[config.mk]
export PLATFORM = sky130hd
export DESIGN_NAME = sseg_scan_capture
export DESIGN_NICKNAME = d
export VERILOG_FILES = /design/src/rtl/sseg_pkg.sv /design/src/rtl/sseg_digit_timer.sv /design/src/rtl/sseg_scan_capture.sv
export SDC_FILE = /design/constraint.sdc
export NUM_CORES = 1
export LEC_CHECK = 0
export CAP_MARGIN = 10
export CORE_ASPECT_RATIO = 1.2
export CORE_MARGIN = 3
export CORE_UTILIZATION = 45
export CTS_BUF_LIST = sky130_fd_sc_hd__clkbuf_2
export CTS_CLUSTER_DIAMETER = 150
export DETAILED_ROUTE_END_ITERATION = 16
export PLACE_DENSITY = 0.71
export SETUP_SLACK_MARGIN = 0.15
export SYNTH_ARGS = -nofsm -noshare
export SYNTH_HDL_FRONTEND = slang
export SYNTH_SLANG_ARGS = --single-unit
export TNS_END_PERCENT = 10
[constraint.sdc]
create_clock -name clk -period 3.35 [get_ports clk]
set_clock_uncertainty 0.1 [all_clocks]
set_input_delay 0.5025 -clock clk [delete_from_list [all_inputs] [get_ports clk]]
set_output_delay 0.5025 -clock clk [all_outputs]
set_load 0.02 [all_outputs]
[src/rtl/sseg_pkg.sv]
// Shared types and glyph table for the seven-segment scan monitor.
// Segment patterns are {a,b,c,d,e,f,g}, active low.
package sseg_pkg;

    typedef logic [3:0] nibble_t;

    localparam logic [6:0] SEG_BLANK = 7'b1111111;

    localparam logic [6:0] SEG_HEX [16] = '{
        7'b0000001, 7'b1001111, 7'b0010010, 7'b0000110,
        7'b1001100, 7'b0100100, 7'b0100000, 7'b0001111,
        7'b0000000, 7'b0000100, 7'b0001000, 7'b1100000,
        7'b0110001, 7'b1000010, 7'b0110000, 7'b0111000
    };

    // An all-dark digit is never a glyph, so it is rejected before the table search.
    function automatic void seg_to_nibble(input logic [6:0] seg, output nibble_t nib, output logic hit);
        nib = '0;
        hit = 1'b0;
        if (seg != SEG_BLANK) begin
            for (int k = 0; k < 16; k++) begin
                if (seg == SEG_HEX[k]) begin
                    nib = nibble_t'(k);
                    hit = 1'b1;
                end
            end
        end
    endfunction

endpackage

[src/rtl/sseg_digit_timer.sv]
// Per-digit staleness timer: saturating cycle counter cleared by a fresh capture.
// expire is high on the edge where the count reaches TIMEOUT_CYCLES.
module sseg_digit_timer #(
    parameter int TIMEOUT_CYCLES = 1_000_000
) (
    input  logic clk,
    input  logic rst_n,
    input  logic clear,
    output logic expire
);

    localparam int TW = $clog2(TIMEOUT_CYCLES + 1);
    localparam logic [TW-1:0] LIMIT = TW'(TIMEOUT_CYCLES);

    logic [TW-1:0] count;

    always_ff @(posedge clk or negedge rst_n) begin
        if (!rst_n) begin
            count <= '0;
        end else if (clear) begin
            count <= '0;
        end else if (count != LIMIT) begin
            count <= count + 1'b1;
        end
    end

    assign expire = !clear && (count == LIMIT - 1'b1);

endmodule

[src/rtl/sseg_scan_capture.sv]
// Loopback monitor for a multiplexed active-low an/seg display bus.
// Recovers the four displayed hex nibbles and reports glitches, bad glyphs and ghosting.
module sseg_scan_capture import sseg_pkg::*; #(
    parameter int STABLE_CYCLES  = 4,
    parameter int TIMEOUT_CYCLES = 1_000_000
) (
    input  logic        clk,
    input  logic        rst_n,
    input  logic [3:0]  an,
    input  logic [6:0]  seg,
    output logic [15:0] value,
    output logic [3:0]  digit_valid,
    output logic        frame_done,
    output logic        decode_err,
    output logic        multi_sel
);

    localparam int SW = $clog2(STABLE_CYCLES + 1);
    localparam logic [SW-1:0] STAB_MAX = SW'(STABLE_CYCLES);
    localparam logic [SW-1:0] STAB_ARM = SW'(STABLE_CYCLES - 1);

    logic [3:0]    s_an;
    logic [6:0]    s_seg;
    logic [SW-1:0] stab_cnt;
    nibble_t [3:0] shadow;
    nibble_t [3:0] shadow_next;
    logic [3:0]    seen;
    logic [3:0]    seen_next;
    logic [3:0]    valid_next;
    logic [3:0]    ok_mask;
    logic [3:0]    bad_mask;
    logic [3:0]    expire;
    nibble_t       dec_nib;
    logic          dec_hit;
    logic          same;
    logic          single_sel;
    logic          multi_in;
    logic          multi_cur;
    logic          cap_fire;
    logic          frame_hit;

    // "same" compares the sample being loaded on this edge with the one already held.
    assign same       = ({an, seg} == {s_an, s_seg});
    assign single_sel = ($countones(~s_an) == 1);
    assign multi_in   = ($countones(~an) > 1);
    assign multi_cur  = ($countones(~s_an) > 1);
    assign cap_fire   = same && (stab_cnt == STAB_ARM) && single_sel;

    always_ff @(posedge clk or negedge rst_n) begin
        if (!rst_n) begin
            s_an     <= '0;
            s_seg    <= '0;
            stab_cnt <= '0;
        end else begin
            s_an  <= an;
            s_seg <= seg;
            if (!same) begin
                stab_cnt <= '0;
            end else if (stab_cnt != STAB_MAX) begin
                stab_cnt <= stab_cnt + 1'b1;
            end
        end
    end

    // A digit's own timeout never beats its capture: the timer sees clear and suppresses expire.
    always_comb begin
        seg_to_nibble(s_seg, dec_nib, dec_hit);
        ok_mask     = (cap_fire && dec_hit)  ? ~s_an : 4'b0000;
        bad_mask    = (cap_fire && !dec_hit) ? ~s_an : 4'b0000;
        shadow_next = shadow;
        for (int i = 0; i < 4; i++) begin
            if (ok_mask[i]) begin
                shadow_next[i] = dec_nib;
            end
        end
        seen_next  = (seen | ok_mask) & ~bad_mask & ~expire;
        valid_next = (digit_valid | ok_mask) & ~bad_mask & ~expire;
        frame_hit  = (|ok_mask) && (seen_next == 4'b1111);
    end

    always_ff @(posedge clk or negedge rst_n) begin
        if (!rst_n) begin
            shadow      <= '0;
            seen        <= '0;
            digit_valid <= '0;
            value       <= '0;
            frame_done  <= 1'b0;
            decode_err  <= 1'b0;
            multi_sel   <= 1'b0;
        end else begin
            shadow      <= shadow_next;
            digit_valid <= valid_next;
            seen        <= frame_hit ? 4'b0000 : seen_next;
            if (frame_hit) begin
                value <= shadow_next;
            end
            frame_done <= frame_hit;
            decode_err <= |bad_mask;
            multi_sel  <= multi_in && !multi_cur;
        end
    end

    for (genvar i = 0; i < 4; i++) begin : g_timer
        sseg_digit_timer #(
            .TIMEOUT_CYCLES(TIMEOUT_CYCLES)
        ) u_timer (
            .clk    (clk),
            .rst_n  (rst_n),
            .clear  (ok_mask[i]),
            .expire (expire[i])
        );
    end

endmodule

==> results.ini <==
[clock_network]
cts_buffers=17
clock_sinks=137
h-tree-depth=4
cts-root-buf=clkbuf_2
cts.clk_slew.worst_paths_ns=0.21
cts_tree=built
cts_buffer_depth=2
clock_latency_ns=0.72

[min_path]
holdPathEnd=s_seg[4]
holdCritPathClass=in -> reg
hp-start=seg[4]
whs_path_depth=1

[global_route]
grt_pass1_vias=5387
grt_overflow=0
grt_antenna_before_repair=1
track_usage_pct=18.34
grt_pass1_wl_um=25440
grt_max_degree=64

[final_layout]
drive_gt1_share_pct=11.70
final_nets=768
finalInstanceArea_um2=7891
area_delta_synth_final_pct=12.34

[critical_path]
crit_path_start_kind=flop
rrSetupSlack_ns=0.24
crit_chain=fa_1 -> inv_1 -> ha_1 -> inv_1 -> ha_1 -> nor3_1 -> nand4_2 -> buf_4 -> or2_4 -> a21oi_4 -> buf_4 -> nor2_1
arrival_ns=3.62
reg2reg_depth=12
crit_slowest_cell=fa_1
endpoint_kind=flop
rr_endpoint=g_timer[0].u_timer.count[5]
cpPeakStageDelay_ns=0.56
crit_required_ns=3.86
crit_path_max_fanout=21
rr_startpoint=s_an[0]
criticalPathCategory=reg -> reg

[synthesis]
yosysTopAreaCellShare_pct=48.81
synth_edf_count=0
synth_fp_nets=719
synthesis.instances=690
netlist_area_um2=7024
yosys_warnings=0
async_reset_ff_share_pct=100.0
synth_flop_cell=dfrtp_1
ys_seq_elements=137
post_synth.cell_area_avg_um2=10.18
synth-seq-area-share_pct=48.81
synthDistinctLibCells=67
synth_area_leader_cell=dfrtp_1
synth.area.top_cells=dfrtp_1, xor2_1, nor2_1

[die]
die_w_um=120.1
die_h_um=142.9
core-area_um2=15140
dieArea_um2=17150
initial_core_util_pct=46.39
io_pins=36
fp-row-count=49

[sta]
finalWorstSetupSlack_ns=0.2380
tns_ns=0
slew_headroom_pct=51.15
period_share_pct=92.90
fmax_ghz=0.3213
hold_viol=0
tightest_slew_ns=0.7225
rsz0062_at_grt=yes
period_needed_ns=3.112
finalSetupViolCount=0
final_max_slew_viol_count=0

[detailed_routing]
vias=5074
drt_iter0_markers=246
ant_nets=0
drtPass1Iterations=5
route.detailed.drc=0
wl_per_cell_um=15.26
drt-total-wl_um=14600
viasPerCell=5.302

[place]
routabilityCongestion=0.8344
place.port_buffers=35
hpwlAfterDp_um=10470
pre_cts_slack_ns=0.1681
place_area_um2=7625

[power_and_ir_drop]
p_leak_uw=0.003548
power_uw=2740
power.density_nw_per_um2=347.2
irDropWorstVdd_v=0.0001946

[run_status]
outcome=complete, no violations

[job]
maxCapViolations=0

==> sequential cells by signal, summed over array words and instances, names as in the netlist, 3 cells and up <==
name,cells
g_timer.u_timer.count,80
shadow,16
value,16
s_seg,7
digit_valid,4
s_an,4
seen,4
stab_cnt,3
==> worst max-delay path by stage <==
| stage | startpoint | endpoint | slack [ns] | cells after the start |
|---|---|---|---|---|
| after global routing | s_an[0] | g_timer[0].u_timer.count[5] | 0.09 | 12 |
| after floorplan | s_an[0] | value[2] | 0.33 | 12 |
| after CTS | s_an[0] | value[7] | 0.15 | 11 |
| after detailed placement | s_an[0] | value[14] | 0.17 | 11 |
| final | s_an[0] | g_timer[0].u_timer.count[5] | 0.24 | 12 |
| after global placement | s_an[0] | value[14] | 0.27 | 11 |
==> cells in the final DEF, fill, tap and decap left out, types with 12 or more instances in the layout <==
master	netlist	routed
a21oi_1	13	13
and3_1	13	13
buf_4	2	15
clkbuf_2	0	17
clkdlybuf4s50_1	0	34
dfrtp_1	137	137
ha_1	14	14
inv_1	39	39
mux2i_1	13	12
nand2_1	40	39
nand3_1	41	41
nor2_1	115	115
nor3_1	14	14
o21ai_0	18	18
xnor2_1	29	29
xor2_1	53	53
==> where the power goes <==
group / internal, uW / switching, uW
logic: 55.6 / 90.8
clock network: 268 / 637
registers: 1670 / 23.1
==> through the flow <==
step                util, %  hold WS, ns  cells
floorplan                 -       0.1069    690
global placement      50.35       0.3633    922
detailed placement    50.35       0.3637    922
CTS                   51.82      0.07653    955
global route          52.11      0.05199    957
finish                52.11       0.1325    957
==> final cells by class <==
cell class                      count  area [um^2]
Clock inverter                     15        127.6
Antenna cell                        1        2.502
Sequential cell                   137         3428
Multi-Input combinational cell    491         3341
Tap cell                          204        255.2
Clock buffer                       17        85.08
Inverter                           39        146.4
Fill cell                        1372         7252
Timing Repair Buffer               53        505.5
==> synth_stat cells, drive strengths merged, types with 2 or more instances <==
| cell type | count |
|---|---|
| o21ai | 20 |
| buf | 18 |
| fa | 2 |
| clkbuf | 5 |
| nand3 | 41 |
| nor2b | 4 |
| xnor2 | 29 |
| o22a | 3 |
| or3 | 2 |
| o2bb2ai | 4 |
| inv | 39 |
| and4 | 6 |
| nand4 | 11 |
| nand2b | 8 |
| nor4bb | 2 |
| nor4b | 8 |
| and3 | 13 |
| ha | 14 |
| o311ai | 2 |
| nor3 | 16 |
| nor2 | 116 |
| nand4b | 4 |
| o32a | 2 |
| nand2 | 41 |
| nor4 | 11 |
| mux2 | 15 |
| a21oi | 18 |
| o31ai | 3 |
| and4b | 2 |
| a21o | 2 |
| dfrtp | 137 |
| o211ai | 2 |
| nor3b | 2 |
| a211oi | 4 |
| nand3b | 2 |
| mux2i | 13 |
| and2 | 3 |
| xor2 | 53 |
==> critical path, delay by kind of cell (launching register included) <==
| family | cells | cell delay [ns] |
|---|---|---|
| buf+inv | 4 | 0.60 |
| flops | 1 | 0.44 |
| simple gates | 4 | 0.66 |
| compound gates | 1 | 0.23 |
| fa+ha+maj | 3 | 0.97 |
==> metal layers <==
layer  part of all wire (%)  track usage [%]
met4                    2.2            7.358
met5                      0                0
met3                    3.1            4.120
met1                     43            22.12
met2                     52            31.91
==> cells by family (layout without fill, tap and decap cells) <==
kind of cell               count (synthesis)  in the layout  share of synthesized area (%)
AOI/OAI and AO/OA                         69             69                          7.482
xor gates and xnor gates                  82             82                          10.22
adders and majority gates                 16             16                          3.064
buffers and inverters                     62            124                          4.061
DFF                                      137            137                          48.81
muxes                                     28             28                          4.578
other                                      0              1                              0
and+or+nand+nor                          296            296                          21.78
==> what timing repair did <==
action,CTS,global route
hold buffers,1,0
endpoints found under the setup margin,0,87
resized for setup,0,6
endpoints found under the hold margin,60,0
setup buffers,0,1
No activity file was read; power rests on OpenSTA's default activity.
